`src/rtl/fpu_out_arb_q.sv`:
```
`default_nettype none
// +----------------------------------------------------------------------------+
// | Module      : fpu_out_arb_q                                                |
// | Description : FPU result return stage. Completed results from NPIPE        |
// |               execution pipes are buffered in per-pipe FIFOs and issued    |
// |               round-robin onto the CPX return path as 145-bit packets,     |
// |               throttled by a CPX credit counter.                           |
// | Ports       : rclk, rst            clock, synchronous active-high reset    |
// |               pipe_vld/pipe_rdy    per-pipe push handshake                 |
// |               pipe_thr/exc/aux/data  per-pipe result fields (packed)       |
// |               cpx_credit           one-cycle credit return pulse          |
// |               fp_cpx_vld/data_ca   registered CPX packet                   |
// |               credit_ovf           registered credit overflow pulse        |
// | Revision    : 1.0  initial release                                         |
// +----------------------------------------------------------------------------+
module fpu_out_arb_q #(
  parameter int NPIPE   = 3,
  parameter int DEPTH   = 2,
  parameter int CREDITS = 2
) (
  input  logic                 rclk,
  input  logic                 rst,
  input  logic [NPIPE-1:0]     pipe_vld,
  output logic [NPIPE-1:0]     pipe_rdy,
  input  logic [2*NPIPE-1:0]   pipe_thr,
  input  logic [5*NPIPE-1:0]   pipe_exc,
  input  logic [8*NPIPE-1:0]   pipe_aux,
  input  logic [64*NPIPE-1:0]  pipe_data,
  input  logic                 cpx_credit,
  output logic                 fp_cpx_vld,
  output logic [144:0]         fp_cpx_data_ca,
  output logic                 credit_ovf
);

  localparam int              AW       = $clog2(DEPTH);
  localparam int              EW       = 79;
  localparam int              RRW      = (NPIPE > 1) ? $clog2(NPIPE) : 1;
  localparam int              NSLOT    = 1 << RRW;
  localparam logic [RRW-1:0]  LAST     = RRW'(NPIPE - 1);
  localparam logic [AW:0]     FULL_CNT = (AW + 1)'(DEPTH);
  localparam logic [3:0]      CRED_MAX = 4'(CREDITS);

  // Arrays padded to a power of two so the round-robin index never
  // selects outside the declared range.
  logic [NSLOT-1:0] nonempty;
  logic [EW-1:0]    head [NSLOT];
  logic [NPIPE-1:0] pop;

  logic             grant_vld;
  logic [RRW-1:0]   grant_idx;
  logic [RRW-1:0]   scan_idx;
  logic [RRW-1:0]   rr;
  logic [3:0]       credits;
  logic [EW-1:0]    win_entry;
  logic [144:0]     pkt;

  generate
    for (genvar i = 0; i < NPIPE; i++) begin : g_pipe
      logic [EW-1:0] mem [DEPTH];
      logic [AW-1:0] wptr;
      logic [AW-1:0] rptr;
      logic [AW:0]   cnt;
      logic          push;
      logic [EW-1:0] din;

      // Full is judged on the start-of-cycle count, so a same-cycle pop
      // never opens room for a push.
      assign pipe_rdy[i] = (cnt != FULL_CNT);
      assign push        = pipe_vld[i] & pipe_rdy[i] & ~rst;
      assign din         = {pipe_thr[2*i +: 2], pipe_exc[5*i +: 5],
                            pipe_aux[8*i +: 8], pipe_data[64*i +: 64]};
      assign nonempty[i] = (cnt != '0);
      assign head[i]     = mem[rptr];
      assign pop[i]      = grant_vld && (grant_idx == RRW'(i));

      always_ff @(posedge rclk) begin
        if (push) begin
          mem[wptr] <= din;
        end
      end

      always_ff @(posedge rclk) begin
        if (rst) begin
          wptr <= '0;
          rptr <= '0;
          cnt  <= '0;
        end else begin
          if (push) begin
            wptr <= wptr + 1'b1;
          end
          if (pop[i]) begin
            rptr <= rptr + 1'b1;
          end
          case ({push, pop[i]})
            2'b10:   cnt <= cnt + 1'b1;
            2'b01:   cnt <= cnt - 1'b1;
            default: cnt <= cnt;
          endcase
        end
      end
    end

    for (genvar j = NPIPE; j < NSLOT; j++) begin : g_pad
      assign nonempty[j] = 1'b0;
      assign head[j]     = '0;
    end
  endgenerate

  // Round-robin search starting at rr, wrapping at NPIPE; nothing issues
  // without a credit.
  always_comb begin
    grant_vld = 1'b0;
    grant_idx = rr;
    scan_idx  = rr;
    for (int k = 0; k < NPIPE; k++) begin
      if (!grant_vld && nonempty[scan_idx]) begin
        grant_vld = 1'b1;
        grant_idx = scan_idx;
      end
      scan_idx = (scan_idx == LAST) ? '0 : scan_idx + 1'b1;
    end
    if (credits == 4'd0) begin
      grant_vld = 1'b0;
    end
  end

  assign win_entry = head[grant_idx];
  assign pkt = {1'b1, 4'b1000, 4'b0000, win_entry[78:77], 57'd0, win_entry[76:0]};

  always_ff @(posedge rclk) begin
    if (rst) begin
      fp_cpx_vld     <= 1'b0;
      fp_cpx_data_ca <= '0;
      rr             <= '0;
    end else begin
      fp_cpx_vld     <= grant_vld;
      fp_cpx_data_ca <= grant_vld ? pkt : '0;
      if (grant_vld) begin
        rr <= (grant_idx == LAST) ? '0 : grant_idx + 1'b1;
      end
    end
  end

  // A credit returned at the ceiling with no issue is dropped and flagged.
  always_ff @(posedge rclk) begin
    if (rst) begin
      credits    <= CRED_MAX;
      credit_ovf <= 1'b0;
    end else begin
      credit_ovf <= 1'b0;
      case ({grant_vld, cpx_credit})
        2'b10: credits <= credits - 1'b1;
        2'b01: begin
          if (credits == CRED_MAX) begin
            credit_ovf <= 1'b1;
          end else begin
            credits <= credits + 1'b1;
          end
        end
        default: credits <= credits;
      endcase
    end
  end

endmodule
`default_nettype wire

```
`config.mk`:
```
export PLATFORM = sky130hd
export DESIGN_NAME = fpu_out_arb_q
export DESIGN_NICKNAME = d
export VERILOG_FILES = /design/src/rtl/fpu_out_arb_q.sv
export SDC_FILE = /design/constraint.sdc
export NUM_CORES = 1
export LEC_CHECK = 0
export ABC_AREA = 1
export CORE_MARGIN = 1.5
export CORE_UTILIZATION = 57
export DETAILED_ROUTE_END_ITERATION = 7
export PLACE_DENSITY_LB_ADDON = 0.12
export SYNTH_ARGS = -nofsm -noshare
export SYNTH_HDL_FRONTEND = slang
export SYNTH_SLANG_ARGS = --single-unit
```
`constraint.sdc`:
```
create_clock -name rclk -period 11.1 [get_ports rclk]
set_input_delay 3.33 -clock rclk [delete_from_list [all_inputs] [get_ports rclk]]
set_output_delay 3.33 -clock rclk [all_outputs]
set_load 0.05 [all_outputs]
```
==> out/qor.csv <==
metric;value;unit
Fin Setup TNS;0;ps
vias in the first global route;14072;
clock share of power;0.246;
Layout fillers;2698;
Worst-path clk slew;60;ps
commonest cells in the netlist;edfxtp_1 (474), nand2_1 (269), mux2_2 (237);
DP Cell Count;2387;
die width;203.2;µm
clock buffer depth;3;
hold path endpoint;g_pipe[0].cnt[1]$_SDFFE_PP0P_;
Slew HR;0.1434;
via count;13703;
WL per Instance;21.14;µm
Clock Sinks;576;
WP buf/inv;3;
Critical Path Stages;5;
Crit Reg-Reg Startpoint;rr[1]$_SDFFE_PP0P_;
max-slew violations;0;
Worst Skew;18.18;ps
Critical-path top delay cell;nor2_4;
final setup fails;0;
WP data required;11320;ps
sw power;0.003069;W
Comb pwr share;0.397;
clk_lat worst skew;590;ps
count leader, synth;edfxtp_1;
Layout Cells excl Fill;2496;
1st-pass router iterations;6;
initial cell density of the core;0.5761;
Setup crit end kind;flip-flop;
CTS tree;yes;
sequential-to-total area share from yosys stat;0.7127;
Post-layout nets;2168;
Detailed Place HPWL;31150;µm
Root Buffer;clkbuf_16;
Post-synth ARST share;0;
Port Buf Inserts;328;
largest net degree at the start of global routing;85;
Mean Syn Cell Area;14.16;µm²
final period utilization;0.5525;
All-Layer GR Usage;0.2554;
worst-margin pin slew;1285;ps
TritonCTS Buffers;55;
worst hold slack;508.1;ps
WL final;52770;µm
reg2reg end;fp_cpx_data_ca[24]$_SDFF_PP0_;
post-DR vias/cell;5.490;
min-delay src;g_pipe[0].cnt[1]$_SDFFE_PP0P_;
Synth Register Bits;576;
post-CTS setup buffers;0;
Initial DRC Count;897;
critical path class;primary input to flip-flop;
max-cap violations;0;
Reg2Reg Depth;13;
H-tree levels;2;
Largest stage delay, worst path;990;ps
CP top delay family;buffers and inverters;
GP Congestion;0.8088;
reg2reg setup slack;6850;ps
status;finished clean;
CP Launch Type;primary input;
critical path cell sequence;clkdlybuf4s50_1 > inv_1 > nand3_1 > nor2_4 > buf_4;
Core Area;39640;µm²
antenna violations before repair;12;
Post-Syn Instances;1613;
Hold Fails Final Rpt;0;
Die Height;203.2;µm
EDFF count, synth;474;
min cycle time layout;6133;ps
# rows;73;
area grow syn2layout;23.61;%
CP Data Arrival Time;6360;ps
Worst VDD drop;385.2;µV
P_int;0.004837;W
maximum fanout along the worst path;43;
post-CTS sizing;0;
layout cell share with drive strength beyond 1;0.1944;
die area;41270;µm²
Cell Pwr Density;280.1;nW/µm²
io pins;393;
Post-DRT Antenna Nets;0;
global-route wire length before repair;79070;µm
top_reg_cell synth;edfxtp_1;
hold path depth;2;
Post-CTS Hold Buffers;0;
Synth area leaders;edfxtp_1 (62%), mux2_2 (12%), dfxtp_1 (8.9%);
DRC;0;
Unique masters post-synth;28;
RSZ-0062 raised after global routing;no;
Ys Warns;0;
Leak Pwr;10.12;nW
total power;0.007906;W
sw frac;0.3882;
area share of the largest cell type after synthesis;0.6233;
Highest Clock Rate;163.0;MHz
Synth area leader;edfxtp_1;
sequential fraction of design power;0.357;
hold crit path type;flip-flop to flip-flop;
global route overflow;0;
Post-Syn Area;22840;µm²
## area by class of cell
cell class / count / area, µm² / area share
clock inverters: 19 / 240.2 / 0.008510
clock buffers: 84 / 1688 / 0.05979
inverters: 35 / 132.6 / 0.004698
flip-flops and latches: 576 / 16290 / 0.5770
multi-input cells: 913 / 5851 / 0.2073
well taps: 525 / 656.9 / 0.02327
repair buffers: 338 / 3358 / 0.1190
diodes: 6 / 15.01 / 0.0005319
## cells in the final DEF, fill, tap and decap left out, types with 5 or more instances in the layout
cell type	count
buf_4	10
conb_1	64
o21ai_0	15
dfxtp_1	99
clkbuf_1	11
mux2_2	237
a21oi_2	10
clkdlybuf4s50_1	328
clkbuf_8	16
a21oi_1	87
ha_1	5
inv_1	31
diode_2	6
bufinv_16	6
edfxtp_1	474
clkinv_2	10
nand2_1	267
nor2_1	15
clkbuf_16	57
nand2_2	12
nand3_1	173
nor2_4	9
## state kept, by name, indices dropped and copies added, names as in the netlist, named ones only
| signal | cells |
|---|---|
| fp_cpx_data_ca | 80 |
| g_pipe.rptr | 3 |
| g_pipe.wptr | 3 |
| credit_ovf | 1 |
| g_pipe.mem | 474 |
| rr | 2 |
| credits | 4 |
| g_pipe.cnt | 6 |
## cells by family after synthesis
group | Yosys count | share of synthesized area
other | 1 | 0.0001642
AOI/OAI and AO/OA | 113 | 0.02646
and+or+nand+nor | 492 | 0.09484
adders and majority gates | 6 | 0.003616
DFF | 576 | 0.7127
buffers and inverters | 187 | 0.04498
muxes | 237 | 0.1169
xor gates and xnor gates | 1 | 0.0003836
## through the flow
step | util | area [µm²] | setup WS, ps
2_1_floorplan | - | 23070 | 3606
3_3_place_gp | 0.6631 | 26290 | 4398
3_5_place_dp | 0.6631 | 26290 | 4308
4_1_cts | 0.7117 | 28210 | 4945
5_1_grt | 0.7120 | 28220 | 4696
6_report | 0.7121 | 28230 | 4967
## power groups by stage
stage	Clock [W]	Combinational (W)	Sequential, W
finish	0.00195	0.00314	0.00282
global route	0.00206	0.00344	0.00285
CTS	0.00197	0.00315	0.00283
detailed placement	0	0.00313	0.00287
global placement	0	0.00309	0.00287
floorplan	0	0.00219	0.00291
## metal layers
| layer | GRT usage | share of wire | vias to the layer above |
|---|---|---|---|
| li1 | - | - | 6327 |
| met1 | 0.3242 | 0.40 | 6769 |
| met2 | 0.4281 | 0.50 | 500 |
| met3 | 0.05705 | 0.072 | 99 |
| met4 | 0.1019 | 0.028 | 8 |
| met5 | 0 | 0.00095 | - |
## tightest hold or removal path, stage by stage (launching register included)
cell and delay [ps]:
dfxtp_1 300, inv_1 90, a21oi_1 70
## worst max-delay path by stage
stage,from,endpoint,slack (ps)
3_5_place_dp,rst,g_pipe[0].mem[0][23]$_DFFE_PP_,4310
3_3_place_gp,rst,g_pipe[0].mem[0][25]$_DFFE_PP_,4400
5_1_grt,rst,g_pipe[0].mem[0][22]$_DFFE_PP_,4700
6_report,rst,g_pipe[0].mem[0][22]$_DFFE_PP_,4970
2_1_floorplan,rst,g_pipe[0].mem[0][0]$_DFFE_PP_,3610
4_1_cts,rst,g_pipe[0].mem[0][25]$_DFFE_PP_,4950
(Power assumes the default switching activity.)
